==> config.mk <==
export PLATFORM = sky130hd
export DESIGN_NAME = chronologic_flat
export DESIGN_NICKNAME = d
export VERILOG_FILES = /design/src/rtl/chronologic_pkg.sv /design/src/rtl/chronologic_if.sv /design/src/rtl/chronologic_sat_cnt.sv /design/src/rtl/chronologic.sv /design/src/flat_wrapper.sv
export SDC_FILE = /design/constraint.sdc
export NUM_CORES = 1
export LEC_CHECK = 0
export CORE_AREA = 2 2 77 94
export DETAILED_ROUTE_END_ITERATION = 6
export DIE_AREA = 0 0 79 96
export PLACE_DENSITY = 0.84
export SYNTH_ARGS = -nofsm -noshare
export SYNTH_HDL_FRONTEND = slang
export SYNTH_SLANG_ARGS = --single-unit
==> constraint.sdc <==
create_clock -name clk -period 3.45 [get_ports clk]
set_clock_uncertainty 0.05 [all_clocks]
set_input_delay 0.69 -clock clk [delete_from_list [all_inputs] [get_ports clk]]
set_output_delay 0.69 -clock clk [all_outputs]
set_load 0.005 [all_outputs]
==> src/rtl/chronologic_pkg.sv <==
// Shared types and defaults for the a/b/c handshake rule checker.
// The syndrome records which half of the rule broke on the most recent failure.
package chronologic_pkg;

  localparam int CNT_W_DEFAULT = 16;

  typedef struct packed {
    logic c_high;
    logic b_low;
  } fail_syndrome_t;

  typedef logic [CNT_W_DEFAULT-1:0] chk_cnt_t;

endpackage

==> src/rtl/chronologic_if.sv <==
// Tap and status bundle between the observed design (master) and the checker (slave).
interface chronologic_if #(parameter int CNT_W = chronologic_pkg::CNT_W_DEFAULT);
  import chronologic_pkg::*;

  logic             enable;
  logic             clear;
  logic             signal_a;
  logic             signal_b;
  logic             signal_c;
  logic             pending;
  logic             pass_pulse;
  logic             fail_pulse;
  logic [CNT_W-1:0] pass_count;
  logic [CNT_W-1:0] fail_count;
  logic             error_sticky;
  logic [CNT_W-1:0] first_fail_time;
  fail_syndrome_t   fail_syndrome;

  modport master (
    output enable, clear, signal_a, signal_b, signal_c,
    input  pending, pass_pulse, fail_pulse, pass_count, fail_count,
           error_sticky, first_fail_time, fail_syndrome
  );

  modport slave (
    input  enable, clear, signal_a, signal_b, signal_c,
    output pending, pass_pulse, fail_pulse, pass_count, fail_count,
           error_sticky, first_fail_time, fail_syndrome
  );

endinterface

==> src/rtl/chronologic_sat_cnt.sv <==
// Saturating up-counter with synchronous clear; holds at all-ones instead of wrapping.
module chronologic_sat_cnt #(
  parameter int W = 16
) (
  input  logic         clk,
  input  logic         rst,
  input  logic         inc,
  input  logic         clr,
  output logic [W-1:0] count
);

  logic [W-1:0] count_q, count_d;

  always_comb begin
    count_d = count_q;
    if (clr) begin
      count_d = '0;
    end else if (inc && (count_q != {W{1'b1}})) begin
      count_d = count_q + W'(1);
    end
  end

  always_ff @(posedge clk or posedge rst) begin
    if (rst) begin
      count_q <= '0;
    end else begin
      count_q <= count_d;
    end
  end

  assign count = count_q;

endmodule

==> src/rtl/chronologic.sv <==
// Runtime checker: a trigger (a & ~b) must be followed one edge later by ~c & b.
// Produces verdict pulses, saturating counts, a sticky error and first-fail debug info.
module chronologic
  import chronologic_pkg::*;
#(
  parameter int CNT_W = CNT_W_DEFAULT
) (
  input logic         clk,
  input logic         rst,
  chronologic_if.slave bus
);

  logic             pending_q, pending_d;
  logic             pass_pulse_q, pass_pulse_d;
  logic             fail_pulse_q, fail_pulse_d;
  logic             error_sticky_q, error_sticky_d;
  logic [CNT_W-1:0] first_fail_time_q, first_fail_time_d;
  logic [CNT_W-1:0] cycle_cnt_q, cycle_cnt_d;
  fail_syndrome_t   fail_syndrome_q, fail_syndrome_d;

  logic trigger;
  logic ok;
  logic pass_inc;
  logic fail_inc;

  assign trigger  = bus.enable & bus.signal_a & ~bus.signal_b;
  assign ok       = ~bus.signal_c & bus.signal_b;
  assign pass_inc = ~bus.clear & pending_q & ok;
  assign fail_inc = ~bus.clear & pending_q & ~ok;

  // Timestamps use the counter value this edge produces, so a failure at edge N reads N.
  always_comb begin
    cycle_cnt_d       = cycle_cnt_q + CNT_W'(1);
    pending_d         = trigger;
    pass_pulse_d      = pass_inc;
    fail_pulse_d      = fail_inc;
    error_sticky_d    = error_sticky_q;
    first_fail_time_d = first_fail_time_q;
    fail_syndrome_d   = fail_syndrome_q;
    if (bus.clear) begin
      pending_d         = 1'b0;
      error_sticky_d    = 1'b0;
      first_fail_time_d = '0;
      fail_syndrome_d   = '0;
    end else if (fail_inc) begin
      error_sticky_d         = 1'b1;
      fail_syndrome_d.c_high = bus.signal_c;
      fail_syndrome_d.b_low  = ~bus.signal_b;
      if (!error_sticky_q) begin
        first_fail_time_d = cycle_cnt_d;
      end
    end
  end

  always_ff @(posedge clk or posedge rst) begin
    if (rst) begin
      pending_q         <= 1'b0;
      pass_pulse_q      <= 1'b0;
      fail_pulse_q      <= 1'b0;
      error_sticky_q    <= 1'b0;
      first_fail_time_q <= '0;
      cycle_cnt_q       <= '0;
      fail_syndrome_q   <= '0;
    end else begin
      pending_q         <= pending_d;
      pass_pulse_q      <= pass_pulse_d;
      fail_pulse_q      <= fail_pulse_d;
      error_sticky_q    <= error_sticky_d;
      first_fail_time_q <= first_fail_time_d;
      cycle_cnt_q       <= cycle_cnt_d;
      fail_syndrome_q   <= fail_syndrome_d;
    end
  end

  logic [CNT_W-1:0] pass_count_w;
  logic [CNT_W-1:0] fail_count_w;

  chronologic_sat_cnt #(.W(CNT_W)) u_pass_cnt (
    .clk   (clk),
    .rst   (rst),
    .inc   (pass_inc),
    .clr   (bus.clear),
    .count (pass_count_w)
  );

  chronologic_sat_cnt #(.W(CNT_W)) u_fail_cnt (
    .clk   (clk),
    .rst   (rst),
    .inc   (fail_inc),
    .clr   (bus.clear),
    .count (fail_count_w)
  );

  assign bus.pending         = pending_q;
  assign bus.pass_pulse      = pass_pulse_q;
  assign bus.fail_pulse      = fail_pulse_q;
  assign bus.pass_count      = pass_count_w;
  assign bus.fail_count      = fail_count_w;
  assign bus.error_sticky    = error_sticky_q;
  assign bus.first_fail_time = first_fail_time_q;
  assign bus.fail_syndrome   = fail_syndrome_q;

endmodule

==> src/flat_wrapper.sv <==
// flat-port wrapper written by rule: the top's interface ports become plain ports
module chronologic_flat import chronologic_pkg::*;
#(
  parameter int CNT_W = CNT_W_DEFAULT
)
  (clk, rst, bus_enable, bus_clear, bus_signal_a, bus_signal_b, bus_signal_c, bus_pending, bus_pass_pulse, bus_fail_pulse, bus_pass_count, bus_fail_count, bus_error_sticky, bus_first_fail_time, bus_fail_syndrome);
  chronologic_if #(.CNT_W(CNT_W)) bus_i ();
  input logic clk;
  input logic rst;
  input wire logic [$bits(bus_i.enable)-1:0] bus_enable;
  input wire logic [$bits(bus_i.clear)-1:0] bus_clear;
  input wire logic [$bits(bus_i.signal_a)-1:0] bus_signal_a;
  input wire logic [$bits(bus_i.signal_b)-1:0] bus_signal_b;
  input wire logic [$bits(bus_i.signal_c)-1:0] bus_signal_c;
  output wire logic [$bits(bus_i.pending)-1:0] bus_pending;
  output wire logic [$bits(bus_i.pass_pulse)-1:0] bus_pass_pulse;
  output wire logic [$bits(bus_i.fail_pulse)-1:0] bus_fail_pulse;
  output wire logic [$bits(bus_i.pass_count)-1:0] bus_pass_count;
  output wire logic [$bits(bus_i.fail_count)-1:0] bus_fail_count;
  output wire logic [$bits(bus_i.error_sticky)-1:0] bus_error_sticky;
  output wire logic [$bits(bus_i.first_fail_time)-1:0] bus_first_fail_time;
  output wire logic [$bits(bus_i.fail_syndrome)-1:0] bus_fail_syndrome;
  assign bus_i.enable = bus_enable;
  assign bus_i.clear = bus_clear;
  assign bus_i.signal_a = bus_signal_a;
  assign bus_i.signal_b = bus_signal_b;
  assign bus_i.signal_c = bus_signal_c;
  assign bus_pending = bus_i.pending;
  assign bus_pass_pulse = bus_i.pass_pulse;
  assign bus_fail_pulse = bus_i.fail_pulse;
  assign bus_pass_count = bus_i.pass_count;
  assign bus_fail_count = bus_i.fail_count;
  assign bus_error_sticky = bus_i.error_sticky;
  assign bus_first_fail_time = bus_i.first_fail_time;
  assign bus_fail_syndrome = bus_i.fail_syndrome;
  chronologic #(.CNT_W(CNT_W)) u_core (.clk(clk), .rst(rst), .bus(bus_i));
endmodule
==> impl_metrics.env <==
export IMPL_clk_latency_ns=0.34
export IMPL_final_area_mm2=0.00418
export IMPL_fin_util=0.626
export IMPL_netlist_area_mm2=0.00327
export IMPL_rr_worst_depth=5
export IMPL_synth_seq_cells=70
export IMPL_clockBufferDepth=2
export IMPL_grt_pass1_wl_um=12000
export IMPL_timing_final_crit_share=0.733
export IMPL_fin_crit_ns=2.53
export IMPL_fp_dieH_um=96
export IMPL_dieArea_mm2=0.00758
export IMPL_cts_setup_buffers=0
export IMPL_cp_slowest_cell="clkdlybuf4s50_1"
export IMPL_clockRootBuffer="clkbuf_8"
export IMPL_rows=33
export IMPL_leakagePower_nw=1.79
export IMPL_start_util=0.489
export IMPL_grt_max_degree=32
export IMPL_syn_to_final_growth_pct=28.0
export IMPL_crit_type="in -> reg"
export IMPL_synth_top_area_frac=0.536
export IMPL_holdPathStages=1
export IMPL_tns_ns=0
export IMPL_fillers=568
export IMPL_viasPerCell=5.40
export IMPL_place_area_mm2=0.00397
export IMPL_cp_startpoint="bus_clear"
export IMPL_post_synth_top_count_cell="dfrtp_1"
export IMPL_end_kind="flip-flop"
export IMPL_vias=2554
export IMPL_synth_edff_count=0
export IMPL_synth_area_per_cell_um2=10.3
export IMPL_detail_route_wirelength_um=7080
export IMPL_cp_data_required_time_ns=3.63
export IMPL_synth_async_reset_ratio=1.00
export IMPL_status="finished clean"
export IMPL_vdd_drop_max_uv=227
export IMPL_cts_htree_levels=3
export IMPL_ys_warn_count=0
export IMPL_synth_common_cells="70 x dfrtp_1, 32 x nor2_1, 25 x xnor2_1, 18 x o21ai_0, 17 x nand3_1"
export IMPL_reg2reg_from="u_core.u_fail_cnt.count[5]"
export IMPL_drt_iter0_markers=121
export IMPL_ys_flop_type="dfrtp_1"
export IMPL_grt_total_usage=0.205
export IMPL_clk_pin_slew_ns=0.07
export IMPL_arrival_ns=2.71
export IMPL_synth_nets=327
export IMPL_syn_inst=317
export IMPL_core_mm2=0.00669
export IMPL_grt_pass1_vias=2595
export IMPL_path_cells="clkdlybuf4s50_1, inv_1, nand4_1, or2_0, a21oi_1, a31o_2"
export IMPL_hp_class="reg -> reg"
export IMPL_powerDensity_mw_per_mm2=378
export IMPL_max_slew_margin=0.507
export IMPL_layout_drive_gt1_share=0.104
export IMPL_hold_buffers=0
export IMPL_grt_ovfl_total=0
export IMPL_diodes=0
export IMPL_r2r_slack_ns=1.08
export IMPL_hold_violations=0
export IMPL_start_kind="input port"
export IMPL_cts_buffers=9
export IMPL_yosysUniqueCellTypes=39
export IMPL_cts_tree="yes"
export IMPL_dp_hpwl_um=4960
export IMPL_clock_sinks=70
export IMPL_drt_first_pass_iters=4
export IMPL_finalPower_w=0.00158
export IMPL_worst_slew_pin_slew_ns=0.740
export IMPL_nets=391
export IMPL_die_w_um=79
export IMPL_finalSetupViolCount=0
export IMPL_rsz0062_at_grt="no"
export IMPL_antenna_found_initial=0
export IMPL_min_from="u_core.cycle_cnt_q[15]"
export IMPL_portBuffers=60
export IMPL_ant_nets=0
export IMPL_reg2reg_to="u_core.u_fail_cnt.count[1]"
export IMPL_seq_area_frac_synth=0.536
export IMPL_yosys_area_top_type="dfrtp_1"
export IMPL_yosys_top_cells_area="dfrtp_1 54%, xnor2_1 6.7%, mux2_2 4.8%"
export IMPL_cts_resized_gates=0
export IMPL_finalMaxSlewViolations=0
export IMPL_fmax_mhz=395
export IMPL_slowest_delay_ns=0.71
export IMPL_place_ws_ns=0.579
export IMPL_gp_congestion=0.834
export IMPL_avgRoutedWirePerCell_um=15.0
export IMPL_maxCapViolations=0
export IMPL_fin_ws_ns=0.921
export IMPL_drc=0
export IMPL_ios=61
export IMPL_cp_endpoint="u_core.u_fail_cnt.count[11]"
export IMPL_cp_max_fo=16
final cells by class:
| type | count | area [um^2] | share of cell area |
|---|---|---|---|
| clock buffers | 13 | 179 | 0.0428 |
| repair buffers | 65 | 638 | 0.153 |
| flip-flops and latches | 70 | 1750 | 0.419 |
| well taps | 87 | 109 | 0.0260 |
| multi-input cells | 221 | 1410 | 0.338 |
| clock inverters | 3 | 40.0 | 0.00957 |
| inverters | 14 | 52.6 | 0.0126 |
metal layers:
| metal | up-vias | track usage | part of all wire |
|---|---|---|---|
| met5 | - | 0 | 0 |
| met3 | 8 | 0.0497 | 0.043 |
| met2 | 61 | 0.352 | 0.52 |
| li1 | 1218 | - | - |
| met4 | 0 | 0.0876 | 0.013 |
| met1 | 1267 | 0.248 | 0.43 |
registers in the layout, summed over array words and instances, names as in the netlist:
name,cells
u_core.bus.error_sticky,1
u_core.u_fail_cnt.count,16
u_core.cycle_cnt_q,16
u_core.bus.fail_pulse,1
u_core.bus.first_fail_time,16
u_core.bus.pending,1
u_core.bus.pass_pulse,1
u_core.u_pass_cnt.count,16
u_core.bus.fail_syndrome,2
logic make-up after synthesis:
logic type | share of synthesized area
mux | 0.0543
simple gates | 0.209
compound gates | 0.0586
fa+ha+maj | 0.0115
buf+inv | 0.0318
xor+xnor | 0.0991
flops | 0.536
worst min path at each step:
stage | end | slack (ns)
after global routing | u_core.cycle_cnt_q[15] | 0.45
final | u_core.cycle_cnt_q[15] | 0.41
after CTS | u_core.cycle_cnt_q[15] | 0.42
after global placement | u_core.cycle_cnt_q[15] | 0.40
after floorplan | u_core.cycle_cnt_q[15] | 0.38
after detailed placement | u_core.cycle_cnt_q[15] | 0.40
critical path, delay by kind of cell:
family	cells	cell delay [ns]
AND/OR/NAND/NOR	2	0.73
buffers and inverters	2	0.91
AO/OA/AOI/OAI	2	0.37
through the flow:
stage | hold WS, ns | std cells
after global placement | 0.397 | 457
after floorplan | 0.383 | 317
after detailed placement | 0.399 | 457
after global routing | 0.446 | 473
after CTS | 0.417 | 473
final | 0.410 | 473
cell usage in the layout, fill, tap and decap left out, types with 2 or more instances in the layout:
master,count
nor3b_1,2
buf_4,5
mux2i_1,2
and2_1,2
nand2_1,15
and3_1,4
mux2_2,14
nand4_1,13
inv_1,13
xor2_1,12
nor3_1,15
or4_1,2
clkdlybuf4s50_1,60
or2_2,3
a21oi_1,6
nand3_1,17
nor2_1,32
clkinv_2,2
dfrtp_1,70
and4_1,2
nor2b_1,15
xnor2_1,25
o21ai_0,18
ha_1,3
clkbuf_8,13
nor4_1,4
nand2b_1,2
power by group:
| part | total (W) | switching, W | internal (W) |
|---|---|---|---|
| combinational | 0.0000532 | 0.0000345 | 0.0000186 |
| sequential | 0.000826 | 0.00000263 | 0.000823 |
| clock | 0.000704 | 0.000294 | 0.000411 |
(Power assumes the default switching activity.)
==> RTL edit, RTL diff (same settings) <==
Change the package constant `CNT_W_DEFAULT` from 16 to 14.
--- a/src/rtl/chronologic_pkg.sv
+++ b/src/rtl/chronologic_pkg.sv
@@ -3,5 +3,5 @@
 package chronologic_pkg;
 
-  localparam int CNT_W_DEFAULT = 16;
+  localparam int CNT_W_DEFAULT = 14;
 
   typedef struct packed {
Interface: changed (resized bus_fail_count, bus_first_fail_time and bus_pass_count); port bits go from 61 to 55. No check against the original RTL was run, so the function may have changed too.
==> RTL edit against the original RTL <==
Area after synthesis shrank 8.8%. Global-route usage is 1.6 points lower. Worst setup slack better by 0.11 ns. Sequential cell count shrank 8. Power grew 5.0%. Clock power rose by 23%. Sequential power fell by 11%. Wire length down 8.7%. Design area is 6.7% lower. Combinational power grew 12%. Critical path type unchanged.
==> RTL edit: results (changes against the original RTL) <==
Layout
  • N_diodes: 0 (unchanged)
  • Fillers: 540 (-4.9%)
  • Final nets: 359 (-8.2%)
  • Share of layout cells above drive strength 1: 0.119 (+0.0150)

Drt
  • 1st-iter DRT viols: 103 (-15%)
  • Via/cell ratio: 5.36 (-0.76%)
  • DRT Wirelength: 6470 µm (-8.7%)
  • Wire per inst: 14.7 µm (-2.1%)

Placed design
  • Cells after DPL: 425 (-7.0%)
  • Placement Setup Slack: 0.687 ns (+0.108 ns)
  • Port bufs: 54 (-10%)
  • Final RePlAce weighted congestion: 0.855 (+2.5%)

Worst setup path
  • Reg2reg path depth: 6 (+1)
  • FF-to-FF Start: u_core.u_pass_cnt.count[0]$_DFFE_PP0P_
  • Reg2reg setup slack: 1.36 ns (+0.28 ns)
  • FF-to-FF End: u_core.u_pass_cnt.count[7]$_DFFE_PP0P_

CTS
  • Cts repair resizes: 0 (unchanged)

Timing
  • Slew HR: 0.561 (+0.0545)
  • WHS: 0.417 ns (+0.00744 ns)
  • Final period utilization: 0.700 (-0.0333)

Hold path
  • Worst hold start: u_core.cycle_cnt_q[13]$_DFF_PP0_
  • WHS Endpoint: u_core.cycle_cnt_q[13]$_DFF_PP0_

Synth
  • Synth area leaders: dfrtp_1, xnor2_1, mux2_2
  • Post-synth net total: 298 (-8.9%)
  • Async SR Flop Fraction: 1.00 (unchanged)
  • Netlist cell types: 43 (+10%)
  • Register area share after synthesis: 0.521 (-0.0152)
  • Synth cell count leaders: dfrtp_1, nand2_1, nor2_1

Power and ir drop
  • Lkg Pwr: 1.72 nW (-4.2%)
  • Pwr dens: 426 nW/µm² (+12%)
  • Maximum vdd ir drop: 0.240 mV (+5.6%)

GRT
  • Global-route wire length before repair: 11100 µm (-7.2%)
  • Vias in the first global route: 2376 (-8.4%)
  • Largest net degree at the start of global routing: 63 (+97%)

Outcome
  • Status: complete, no violations
## RTL edit: metal layers
layer / vias to the layer above / global-route usage / part of all wire
met5: - / 0 / 0
met4: 0 / 0.106 / 0.023
met3: 13 / 0.0347 / 0.047
met2: 87 / 0.304 / 0.47
met1: 1139 / 0.242 / 0.46
li1: 1124 / - / -
## RTL edit: cell families (layout without fill, tap and decap cells)
group,Yosys count,count (layout),share of synthesized area
muxes,13,13,0.0483
AOI/OAI and AO/OA,30,30,0.0680
DFF,62,62,0.521
and+or+nand+nor,137,137,0.254
buffers and inverters,18,84,0.0235
xor gates and xnor gates,25,25,0.0735
adders and majority gates,3,3,0.0126
## RTL edit: how the worst max path moves through the flow
stage,end,startpoint
after global placement,u_core.bus.first_fail_time[8]$_DFFE_PP0P_,bus_signal_b
after detailed placement,u_core.bus.first_fail_time[2]$_DFFE_PP0P_,bus_signal_b
final,u_core.bus.first_fail_time[2]$_DFFE_PP0P_,bus_signal_b
after global routing,u_core.bus.first_fail_time[2]$_DFFE_PP0P_,bus_signal_b
after CTS,u_core.bus.first_fail_time[2]$_DFFE_PP0P_,bus_signal_b
after floorplan,u_core.bus.error_sticky$_DFFE_PP0P_,rst
## RTL edit: final cells by class
type,count,share of cell area
clock buffer,9,0.0317
clock inverter,7,0.0372
inverter,11,0.0106
multi-input combinational,208,0.348
sequential,62,0.397
tap,87,0.0279
timing repair buffer,57,0.147
## RTL edit: worst max-delay path: stages
cell	delay, ns
clkdlybuf4s50_1	0.54
nand2b_1	0.11
nand2_1	0.08
buf_4	0.17
inv_2	0.11
nand2_1	0.47
mux2_2	0.40
## RTL edit: where the power goes
part           switching (mW)  leakage, nW  internal (mW)
Clock                   0.311        0.130          0.557
Combinational          0.0352        0.738         0.0244
Sequential            0.00443        0.850          0.730
